## config.mk

```make
export PLATFORM = sky130hd
export DESIGN_NAME = scc_wave_sram_arbiter_flat
export DESIGN_NICKNAME = d
export VERILOG_FILES = /design/src/rtl/scc_wave_pkg.sv /design/src/rtl/scc_wave_sram_arbiter_if.sv /design/src/rtl/scc_wave_addr_map.sv /design/src/rtl/scc_wave_sram_arbiter.sv /design/src/flat_wrapper.sv
export SDC_FILE = /design/constraint.sdc
export NUM_CORES = 1
export LEC_CHECK = 0
export CAP_MARGIN = 0
export CORE_MARGIN = 2
export CORE_UTILIZATION = 44
export CTS_BUF_LIST = sky130_fd_sc_hd__clkbuf_2
export CTS_CLUSTER_SIZE = 8
export DETAILED_ROUTE_END_ITERATION = 8
export PLACE_DENSITY = 0.86
export SLEW_MARGIN = 20
export SYNTH_ARGS = -nofsm -noshare
export SYNTH_HDL_FRONTEND = slang
export SYNTH_SLANG_ARGS = --single-unit
```

## constraint.sdc

```tcl
create_clock -name clk -period 1.7 [get_ports clk]
set_input_delay 0.17 -clock clk [delete_from_list [all_inputs] [get_ports clk]]
set_output_delay 0.17 -clock clk [all_outputs]
set_load 0.05 [all_outputs]
```

## src/rtl/scc_wave_pkg.sv

```systemverilog
// rtl/scc_wave_pkg.sv - shared constants, tags and row remap for the SCC wave SRAM arbiter
package scc_wave_pkg;

    localparam int WAVE_LEN  = 32;
    localparam int MEM_DEPTH = 160;
    localparam int ID_W      = 3;
    localparam int IDX_W     = 5;
    localparam int ADDR_W    = 8;

    typedef enum logic {
        OWN_CPU = 1'b0,
        OWN_MIX = 1'b1
    } owner_e;

    typedef enum logic {
        SLOT_EMPTY   = 1'b0,
        SLOT_PENDING = 1'b1
    } cpu_slot_e;

    // Travels alongside each granted access until its read data returns.
    typedef struct packed {
        logic   rd;
        owner_e owner;
        logic   invalid;
    } tag_t;

    // In SCC mode channel 4 plays the waveform stored in row 3.
    function automatic logic [ID_W-1:0] wave_row(input logic [ID_W-1:0] id,
                                                 input logic            scci_enable);
        logic [ID_W-1:0] row;
        row = id;
        if (!scci_enable && id == ID_W'(4)) begin
            row = ID_W'(3);
        end
        return row;
    endfunction

endpackage

```

## src/rtl/scc_wave_sram_arbiter_if.sv

```systemverilog
// rtl/scc_wave_sram_arbiter_if.sv - CPU, mixer and SRAM signal bundle of the wave SRAM arbiter
interface scc_wave_sram_arbiter_if;
    import scc_wave_pkg::*;

    logic              scci_enable;

    logic              cpu_req;
    logic              cpu_we;
    logic [ID_W-1:0]   cpu_id;
    logic [IDX_W-1:0]  cpu_a;
    logic [7:0]        cpu_d;
    logic              cpu_busy;
    logic              cpu_overrun;
    logic [7:0]        cpu_q;
    logic              cpu_q_en;

    logic              mix_req;
    logic [ID_W-1:0]   mix_id;
    logic [IDX_W-1:0]  mix_a;
    logic              mix_ack;
    logic [7:0]        mix_q;
    logic              mix_q_en;

    logic              mem_ce;
    logic              mem_we;
    logic [ADDR_W-1:0] mem_addr;
    logic [7:0]        mem_d;
    logic [7:0]        mem_q;

    modport slave (
        input  scci_enable,
        input  cpu_req, cpu_we, cpu_id, cpu_a, cpu_d,
        output cpu_busy, cpu_overrun, cpu_q, cpu_q_en,
        input  mix_req, mix_id, mix_a,
        output mix_ack, mix_q, mix_q_en,
        output mem_ce, mem_we, mem_addr, mem_d,
        input  mem_q
    );

    modport master (
        output scci_enable,
        output cpu_req, cpu_we, cpu_id, cpu_a, cpu_d,
        input  cpu_busy, cpu_overrun, cpu_q, cpu_q_en,
        output mix_req, mix_id, mix_a,
        input  mix_ack, mix_q, mix_q_en,
        input  mem_ce, mem_we, mem_addr, mem_d,
        output mem_q
    );

endinterface

```

## src/rtl/scc_wave_addr_map.sv

```systemverilog
// rtl/scc_wave_addr_map.sv - channel id and sample index to wave SRAM address, with id validity
module scc_wave_addr_map
    import scc_wave_pkg::*;
#(
    parameter int NUM_CH = 5
) (
    input  logic              scci_enable,
    input  logic [ID_W-1:0]   id,
    input  logic [IDX_W-1:0]  idx,
    output logic [ADDR_W-1:0] addr,
    output logic              valid
);

    localparam logic [ID_W:0] NUM_CH_L = (ID_W + 1)'(NUM_CH);

    logic [ID_W-1:0] row;

    assign row   = wave_row(id, scci_enable);
    assign addr  = ADDR_W'(32'(row) * WAVE_LEN + 32'(idx));
    assign valid = ({1'b0, id} < NUM_CH_L);

endmodule

```

## src/rtl/scc_wave_sram_arbiter.sv

```systemverilog
// rtl/scc_wave_sram_arbiter.sv - one-port wave SRAM shared by CPU register path and mixer fetch
module scc_wave_sram_arbiter
    import scc_wave_pkg::*;
#(
    parameter int NUM_CH    = 5,
    parameter int AGE_LIMIT = 2
) (
    input  logic                 clk,
    input  logic                 nreset,
    scc_wave_sram_arbiter_if.slave bus
);

    localparam int              AGE_W   = $clog2(AGE_LIMIT + 1);
    localparam logic [AGE_W-1:0] AGE_MAX = AGE_W'(AGE_LIMIT);

    cpu_slot_e         slot_q;
    cpu_slot_e         slot_d;
    logic              capture;

    logic [ID_W-1:0]   pend_id;
    logic [IDX_W-1:0]  pend_a;
    logic [7:0]        pend_d;
    logic              pend_we;
    logic [AGE_W-1:0]  age_q;
    logic              overrun_q;

    logic              cpu_cand;
    logic              cpu_win;
    logic              mix_win;

    logic [ID_W-1:0]   c_id;
    logic [IDX_W-1:0]  c_a;
    logic [7:0]        c_d;
    logic              c_we;

    logic [ADDR_W-1:0] cpu_addr;
    logic              cpu_ok;
    logic [ADDR_W-1:0] mix_addr;
    logic              mix_ok;

    logic              g_any;
    logic              g_we;
    logic              g_ok;
    logic              issue;
    logic [ADDR_W-1:0] g_addr;
    owner_e            g_owner;

    tag_t              s1_q;
    tag_t              s2_q;

    logic              mem_ce_q;
    logic              mem_we_q;
    logic [ADDR_W-1:0] mem_addr_q;
    logic [7:0]        mem_d_q;
    logic [7:0]        cpu_q_q;
    logic              cpu_q_en_q;
    logic [7:0]        mix_q_q;
    logic              mix_q_en_q;

    // A pending CPU access blocks new CPU pulses, so it alone is the candidate then.
    assign cpu_cand = (slot_q == SLOT_PENDING) || bus.cpu_req;
    assign cpu_win  = cpu_cand && (!bus.mix_req || (age_q >= AGE_MAX));
    assign mix_win  = bus.mix_req && !cpu_win;

    assign c_id = (slot_q == SLOT_PENDING) ? pend_id : bus.cpu_id;
    assign c_a  = (slot_q == SLOT_PENDING) ? pend_a  : bus.cpu_a;
    assign c_d  = (slot_q == SLOT_PENDING) ? pend_d  : bus.cpu_d;
    assign c_we = (slot_q == SLOT_PENDING) ? pend_we : bus.cpu_we;

    scc_wave_addr_map #(.NUM_CH(NUM_CH)) u_cpu_map (
        .scci_enable (bus.scci_enable),
        .id          (c_id),
        .idx         (c_a),
        .addr        (cpu_addr),
        .valid       (cpu_ok)
    );

    scc_wave_addr_map #(.NUM_CH(NUM_CH)) u_mix_map (
        .scci_enable (bus.scci_enable),
        .id          (bus.mix_id),
        .idx         (bus.mix_a),
        .addr        (mix_addr),
        .valid       (mix_ok)
    );

    assign g_any   = cpu_win || mix_win;
    assign g_owner = cpu_win ? OWN_CPU : OWN_MIX;
    assign g_we    = cpu_win && c_we;
    assign g_ok    = cpu_win ? cpu_ok : mix_ok;
    assign g_addr  = cpu_win ? cpu_addr : mix_addr;
    assign issue   = g_any && g_ok;

    always_ff @(posedge clk or negedge nreset) begin
        if (!nreset) begin
            slot_q <= SLOT_EMPTY;
        end else begin
            slot_q <= slot_d;
        end
    end

    always_comb begin
        slot_d  = slot_q;
        capture = 1'b0;
        case (slot_q)
            SLOT_EMPTY: begin
                if (bus.cpu_req && !cpu_win) begin
                    slot_d  = SLOT_PENDING;
                    capture = 1'b1;
                end
            end
            SLOT_PENDING: begin
                if (cpu_win) begin
                    slot_d = SLOT_EMPTY;
                end
            end
            default: slot_d = SLOT_EMPTY;
        endcase
    end

    always_ff @(posedge clk or negedge nreset) begin
        if (!nreset) begin
            pend_id   <= '0;
            pend_a    <= '0;
            pend_d    <= '0;
            pend_we   <= 1'b0;
            age_q     <= '0;
            overrun_q <= 1'b0;
        end else begin
            if (capture) begin
                pend_id <= bus.cpu_id;
                pend_a  <= bus.cpu_a;
                pend_d  <= bus.cpu_d;
                pend_we <= bus.cpu_we;
            end
            if (slot_q == SLOT_PENDING && bus.cpu_req) begin
                overrun_q <= 1'b1;
            end
            // Age counts edges lost by a waiting CPU access; saturates so CPU wins next.
            if (cpu_win) begin
                age_q <= '0;
            end else if (cpu_cand && age_q < AGE_MAX) begin
                age_q <= age_q + 1'b1;
            end
        end
    end

    // Invalid ids still occupy a grant slot but never touch the SRAM.
    always_ff @(posedge clk or negedge nreset) begin
        if (!nreset) begin
            mem_ce_q   <= 1'b0;
            mem_we_q   <= 1'b0;
            mem_addr_q <= '0;
            mem_d_q    <= '0;
        end else begin
            mem_ce_q <= issue;
            mem_we_q <= issue && g_we;
            mem_d_q  <= (issue && g_we) ? c_d : 8'h00;
            if (issue) begin
                mem_addr_q <= g_addr;
            end
        end
    end

    always_ff @(posedge clk or negedge nreset) begin
        if (!nreset) begin
            s1_q       <= '0;
            s2_q       <= '0;
            cpu_q_q    <= '0;
            cpu_q_en_q <= 1'b0;
            mix_q_q    <= '0;
            mix_q_en_q <= 1'b0;
        end else begin
            s1_q       <= '{rd: g_any && !g_we, owner: g_owner, invalid: !g_ok};
            s2_q       <= s1_q;
            cpu_q_en_q <= s2_q.rd && (s2_q.owner == OWN_CPU);
            mix_q_en_q <= s2_q.rd && (s2_q.owner == OWN_MIX);
            if (s2_q.rd && s2_q.owner == OWN_CPU) begin
                cpu_q_q <= s2_q.invalid ? 8'hFF : bus.mem_q;
            end
            if (s2_q.rd && s2_q.owner == OWN_MIX) begin
                mix_q_q <= s2_q.invalid ? 8'h00 : bus.mem_q;
            end
        end
    end

    assign bus.cpu_busy    = (slot_q == SLOT_PENDING);
    assign bus.cpu_overrun = overrun_q;
    assign bus.cpu_q       = cpu_q_q;
    assign bus.cpu_q_en    = cpu_q_en_q;
    // Combinational ack is forced low while reset is held so every output reads 0.
    assign bus.mix_ack     = nreset && mix_win;
    assign bus.mix_q       = mix_q_q;
    assign bus.mix_q_en    = mix_q_en_q;
    assign bus.mem_ce      = mem_ce_q;
    assign bus.mem_we      = mem_we_q;
    assign bus.mem_addr    = mem_addr_q;
    assign bus.mem_d       = mem_d_q;

endmodule

```

## src/flat_wrapper.sv

```systemverilog
// flat-port wrapper written by rule: the top's interface ports become plain ports
module scc_wave_sram_arbiter_flat import scc_wave_pkg::*;
#(
    parameter int NUM_CH    = 5,
    parameter int AGE_LIMIT = 2
)
  (clk, nreset, bus_scci_enable, bus_cpu_req, bus_cpu_we, bus_cpu_id, bus_cpu_a, bus_cpu_d, bus_cpu_busy, bus_cpu_overrun, bus_cpu_q, bus_cpu_q_en, bus_mix_req, bus_mix_id, bus_mix_a, bus_mix_ack, bus_mix_q, bus_mix_q_en, bus_mem_ce, bus_mem_we, bus_mem_addr, bus_mem_d, bus_mem_q);
  scc_wave_sram_arbiter_if bus_i ();
  input  logic clk;
  input  logic nreset;
  input wire logic [$bits(bus_i.scci_enable)-1:0] bus_scci_enable;
  input wire logic [$bits(bus_i.cpu_req)-1:0] bus_cpu_req;
  input wire logic [$bits(bus_i.cpu_we)-1:0] bus_cpu_we;
  input wire logic [$bits(bus_i.cpu_id)-1:0] bus_cpu_id;
  input wire logic [$bits(bus_i.cpu_a)-1:0] bus_cpu_a;
  input wire logic [$bits(bus_i.cpu_d)-1:0] bus_cpu_d;
  output wire logic [$bits(bus_i.cpu_busy)-1:0] bus_cpu_busy;
  output wire logic [$bits(bus_i.cpu_overrun)-1:0] bus_cpu_overrun;
  output wire logic [$bits(bus_i.cpu_q)-1:0] bus_cpu_q;
  output wire logic [$bits(bus_i.cpu_q_en)-1:0] bus_cpu_q_en;
  input wire logic [$bits(bus_i.mix_req)-1:0] bus_mix_req;
  input wire logic [$bits(bus_i.mix_id)-1:0] bus_mix_id;
  input wire logic [$bits(bus_i.mix_a)-1:0] bus_mix_a;
  output wire logic [$bits(bus_i.mix_ack)-1:0] bus_mix_ack;
  output wire logic [$bits(bus_i.mix_q)-1:0] bus_mix_q;
  output wire logic [$bits(bus_i.mix_q_en)-1:0] bus_mix_q_en;
  output wire logic [$bits(bus_i.mem_ce)-1:0] bus_mem_ce;
  output wire logic [$bits(bus_i.mem_we)-1:0] bus_mem_we;
  output wire logic [$bits(bus_i.mem_addr)-1:0] bus_mem_addr;
  output wire logic [$bits(bus_i.mem_d)-1:0] bus_mem_d;
  input wire logic [$bits(bus_i.mem_q)-1:0] bus_mem_q;
  assign bus_i.scci_enable = bus_scci_enable;
  assign bus_i.cpu_req = bus_cpu_req;
  assign bus_i.cpu_we = bus_cpu_we;
  assign bus_i.cpu_id = bus_cpu_id;
  assign bus_i.cpu_a = bus_cpu_a;
  assign bus_i.cpu_d = bus_cpu_d;
  assign bus_cpu_busy = bus_i.cpu_busy;
  assign bus_cpu_overrun = bus_i.cpu_overrun;
  assign bus_cpu_q = bus_i.cpu_q;
  assign bus_cpu_q_en = bus_i.cpu_q_en;
  assign bus_i.mix_req = bus_mix_req;
  assign bus_i.mix_id = bus_mix_id;
  assign bus_i.mix_a = bus_mix_a;
  assign bus_mix_ack = bus_i.mix_ack;
  assign bus_mix_q = bus_i.mix_q;
  assign bus_mix_q_en = bus_i.mix_q_en;
  assign bus_mem_ce = bus_i.mem_ce;
  assign bus_mem_we = bus_i.mem_we;
  assign bus_mem_addr = bus_i.mem_addr;
  assign bus_mem_d = bus_i.mem_d;
  assign bus_i.mem_q = bus_mem_q;
  scc_wave_sram_arbiter #(.NUM_CH(NUM_CH), .AGE_LIMIT(AGE_LIMIT)) u_core (.clk(clk), .nreset(nreset), .bus(bus_i));
endmodule
```

==> results summary, run 1 <==
The run finished, with violations left. The final reports fail on setup timing. In this run the static leakage power is 1.86 nW. The first-iteration detailed-routing DRC count came out at 65.

Of the total synthesized cell area, the portion taken by XOR and XNOR cells is 0. The number of nets in the synthesized netlist is 259. For this run, the post-layout net count is 370. The total congestion overflow after global routing came out at 0.

In the global route stage, overall resource usage came out at 0.195. The max-capacitance violation count came out at 0. Compared with the post-synthesis result, the final layout area differs by 45.0%.

The clock edge transition at the registers on the reported setup and hold paths came out at 0.16 ns. The overall power came out at 6.47 mW. By startpoint and endpoint, the worst setup path is classified as flop to output pin. Yosys attributes the largest share of cell area to sky130_fd_sc_hd__dfrtp_1 59%, sky130_fd_sc_hd__mux2_2 11%, sky130_fd_sc_hd__mux2i_1 6.0%, sky130_fd_sc_hd__o21ai_0 5.8%, sky130_fd_sc_hd__nand2_1 3.2%. Across the VDD grid, the largest voltage drop is 1.15 mV. Data on the critical path is required at its endpoint by 1.53 ns. During placement, the flow inserted port buffers numbering 76. The routed length on met2 came out at 2850 um. The die span in x came out at 81.8 um. The worst setup path is launched from a flop.

The dominant synthesized flop cell is sky130_fd_sc_hd__dfrtp_1. The number of global-route vias before repair is 2074. The number of placed I/O pins came out at 77.

For this block, wires on met1 add up to 2520 um. The row count came out at 28. The ratio of final minimum period to clock period is 1.19. The half-perimeter wire length of the detailed placement result came out at 4070 um.

After layout, the worst setup slack is -0.326 ns. After synthesis, the share of cell area in mux cells is 0.172. The summed instance area of the synthesized netlist came out at 2660 sq um.

In this run the remaining antenna-violating nets after routing total 0. The type of the tightest min-delay check is primary input to async pin. The number of antenna violations at the first check in global routing is 0.

The cell count after synthesis is 220. The final clock skew came out at 0.0183 ns. The via count came out at 2056.

The basic-gate share of the synthesized area counting and, or, nand and nor cells came out at 0.114. Measured against its own limit, the worst slew margin works out to 0.666. The amount of wire on met3 after detailed routing came out at 392 um. The share of synthesized area occupied by flip-flops and latches is 0.592. The count of flip-flops with a built-in enable after synthesis came out at 0.

Counting instances in the post-synthesis netlist gives the leading cell types as 63 x sky130_fd_sc_hd__dfrtp_1, 31 x sky130_fd_sc_hd__o21ai_0, 25 x sky130_fd_sc_hd__mux2_2. For the worst setup path, the data arrival time is 1.86 ns. The final hold violation count is 0. The startpoint identified for the worst register-to-register timing path is u_core.age_q[0]. Setup repair after global routing could not meet its margin everywhere. The routed wirelength normalized by instance count is 14.4 um. The die extent in y came out at 81.8 um.

The number of remaining DRC errors is 0. The worst-case hold slack is 0.289 ns. The max-slew violation total from the final report is 0. The filler cells instantiated in the layout total 492. The first-pass iteration count of the detailed router is 4. The maximum fanout count along the critical path came out at 2. After detailed routing, the total wire length is 5890 um. The diode insertion count for antenna repair came out at 0.

The combinational family with the most area after synthesis is multiplexers. The fraction of registers with async set or reset after synthesis came out at 1.00. Setup violations remaining at the end of the flow were counted as 26. In this run the power density over the cells is 1680 nW/um^2. The worst register-to-register path ends at u_core.pend_d[1]. The maximum root-to-sink buffer count came out at 2. The flip-flop and latch count after synthesis came out at 63. The tree is rooted in a sky130_fd_sc_hd__clkbuf_2. The fraction of synthesized cell area taken by the top area cell type is 0.592. Static timing analysis puts the maximum clock frequency at 0.494 GHz.

The number of warnings reported in the yosys synthesis log came out at 0. Of the total synthesized cell area, the portion taken by full adders, half adders and majority gates is 0.00470. The placeable core region is 5890 sq um. The initial cell density of the core came out at 0.452. The number of distinct library cells after synthesis came out at 29.

The worst setup path is captured at an output pin. The number of buffers created by CTS is 9. Of the cells placed in the final design, the portion with a size suffix greater than 1 is 0.257. Routability-driven placement finished with a final weighted congestion of 0.884.

The clock tree from TritonCTS is yes. The wire length of the first global-routing pass is 9460 um. The worst-case register-to-register setup slack came out at -0.16 ns. The worst register-to-register path has a depth of 8. Yosys instantiated no cell more often than sky130_fd_sc_hd__dfrtp_1. The H-tree depth is 3. After synthesis, the mean cell area works out to 12.1 sq um. The compound-cell area share of the yosys netlist is 0.0869. The ratio of routed vias to standard cells came out at 5.03. The number of clock sinks seen by CTS is 63. The floorplan die area is 6690 sq um. The synthesized design spends more area on one cell type than any other, namely sky130_fd_sc_hd__dfrtp_1.

The utilization of the core after routing came out at 0.656. The top layer used by detailed routing is met4. At the pin with the least slew margin, the transition time is 0.503 ns. The clock insertion delay at the later pin of the skew report came out at 0.48 ns. Entering global routing, the biggest net connects 64 pins.

The smallest clock period supported by the final layout is computed as 2.03 ns.
[kinds of logic after synthesis]
group           count (synthesis)
compound gates                 39
fa+ha+maj                       1
buf+inv                        17
flops                          63
mux                            42
simple gates                   58
[layout by cell type, fill, tap and decap left out, drive strengths merged, types with 2 or more instances in the layout]
master / Yosys / layout
a32oi: 2 / 2
buf: 5 / 32
clkbuf: 3 / 10
clkdlybuf4s50: 0 / 36
clkinv: 0 / 4
dfrtp: 63 / 63
dlygate4sd2: 0 / 36
inv: 9 / 9
mux2: 26 / 26
mux2i: 16 / 16
nand2: 23 / 23
nand2b: 10 / 10
nor2: 18 / 18
nor3b: 3 / 3
o211ai: 2 / 2
o21ai: 32 / 33
or3: 1 / 2
[repair_timing]
| item | 4_1_cts | 5_1_grt |
|---|---|---|
| pin swaps | 6 | 5 |
| buffers inserted | 8 | 3 |
| endpoints found under the setup margin | 63 | 31 |
| gates resized for setup | 44 | 6 |
| gates cloned | 3 | 0 |
| hold buffers | 1 | 0 |
| endpoints found under the hold margin | 63 | 0 |
[metal layers]
metal  vias up  GRT usage
li1        978          -
met1      1001      0.235
met2        69      0.318
met3         8     0.0593
met4         0     0.0983
met5         -          0
[area by class of cell]
type                            count  area, sq um  area share
Clock buffer                       10         50.0      0.0130
Clock inverter                      4         15.0     0.00389
Inverter                            9         33.8     0.00875
Multi-Input combinational cell    142         1070       0.277
Sequential cell                    63         1580       0.409
Tap cell                           75         93.8      0.0243
Timing Repair Buffer              106         1020       0.264
[flip-flops by register name (all words and copies together) (netlist names), 2 cells and up]
signal and flops:
u_core.bus.mix_q 8, u_core.pend_id 3, u_core.bus.cpu_q 8, u_core.bus.mem_addr 8, u_core.age_q 2, u_core.pend_d 8, u_core.s1_q 3, u_core.bus.mem_d 8
u_core.s2_q 3, u_core.pend_a 5
[metrics by stage]
stage	std cells	worst slack [ns]	setup TNS, ns	instance area (sq um)
floorplan	220	-0.151	-2.32	2690
global placement	382	-0.126	-3.33	3660
detailed placement	382	-0.185	-4.47	3660
CTS	408	-0.365	-3.01	3840
global route	409	-0.433	-3.75	3860
finish	409	-0.326	-2.29	3860
[how the worst max path moves through the flow]
stage / slack, ns / depth (start not counted) / endpoint / startpoint
6_report: -0.33 / 8 / bus_mix_ack / u_core.age_q[0]
5_1_grt: -0.43 / 8 / bus_mix_ack / u_core.age_q[0]
4_1_cts: -0.37 / 7 / bus_mix_ack / u_core.age_q[1]
3_5_place_dp: -0.19 / 5 / u_core.pend_a[1] / bus_mix_req
3_3_place_gp: -0.13 / 5 / u_core.pend_d[5] / bus_mix_req
2_1_floorplan: -0.15 / 5 / u_core.bus.mem_addr[0] / u_core.bus.cpu_busy
[critical path: stages, from the launching register on]
cell	delay (ns)
sky130_fd_sc_hd__dfrtp_1	0.38
sky130_fd_sc_hd__inv_1	0.05
sky130_fd_sc_hd__ha_2	0.19
sky130_fd_sc_hd__nor3b_4	0.23
sky130_fd_sc_hd__nor2_4	0.05
sky130_fd_sc_hd__inv_2	0.08
sky130_fd_sc_hd__buf_6	0.09
sky130_fd_sc_hd__and3_4	0.18
sky130_fd_sc_hd__buf_12	0.13
[report_power, final]
group / switching (mW) / internal, mW / leakage (nW)
logic: 2.08 / 1.30 / 1.04
clock network: 0.477 / 0.165 / 0.0478
registers: 0.337 / 2.11 / 0.772
No activity file was read; power rests on OpenSTA's default activity.
==> run 2: changes to the inputs <==
CAP_MARGIN = 20   (was 0)
==> results of run 2 <==
The final DEF is identical to that of run 1; final timing and power are the same.
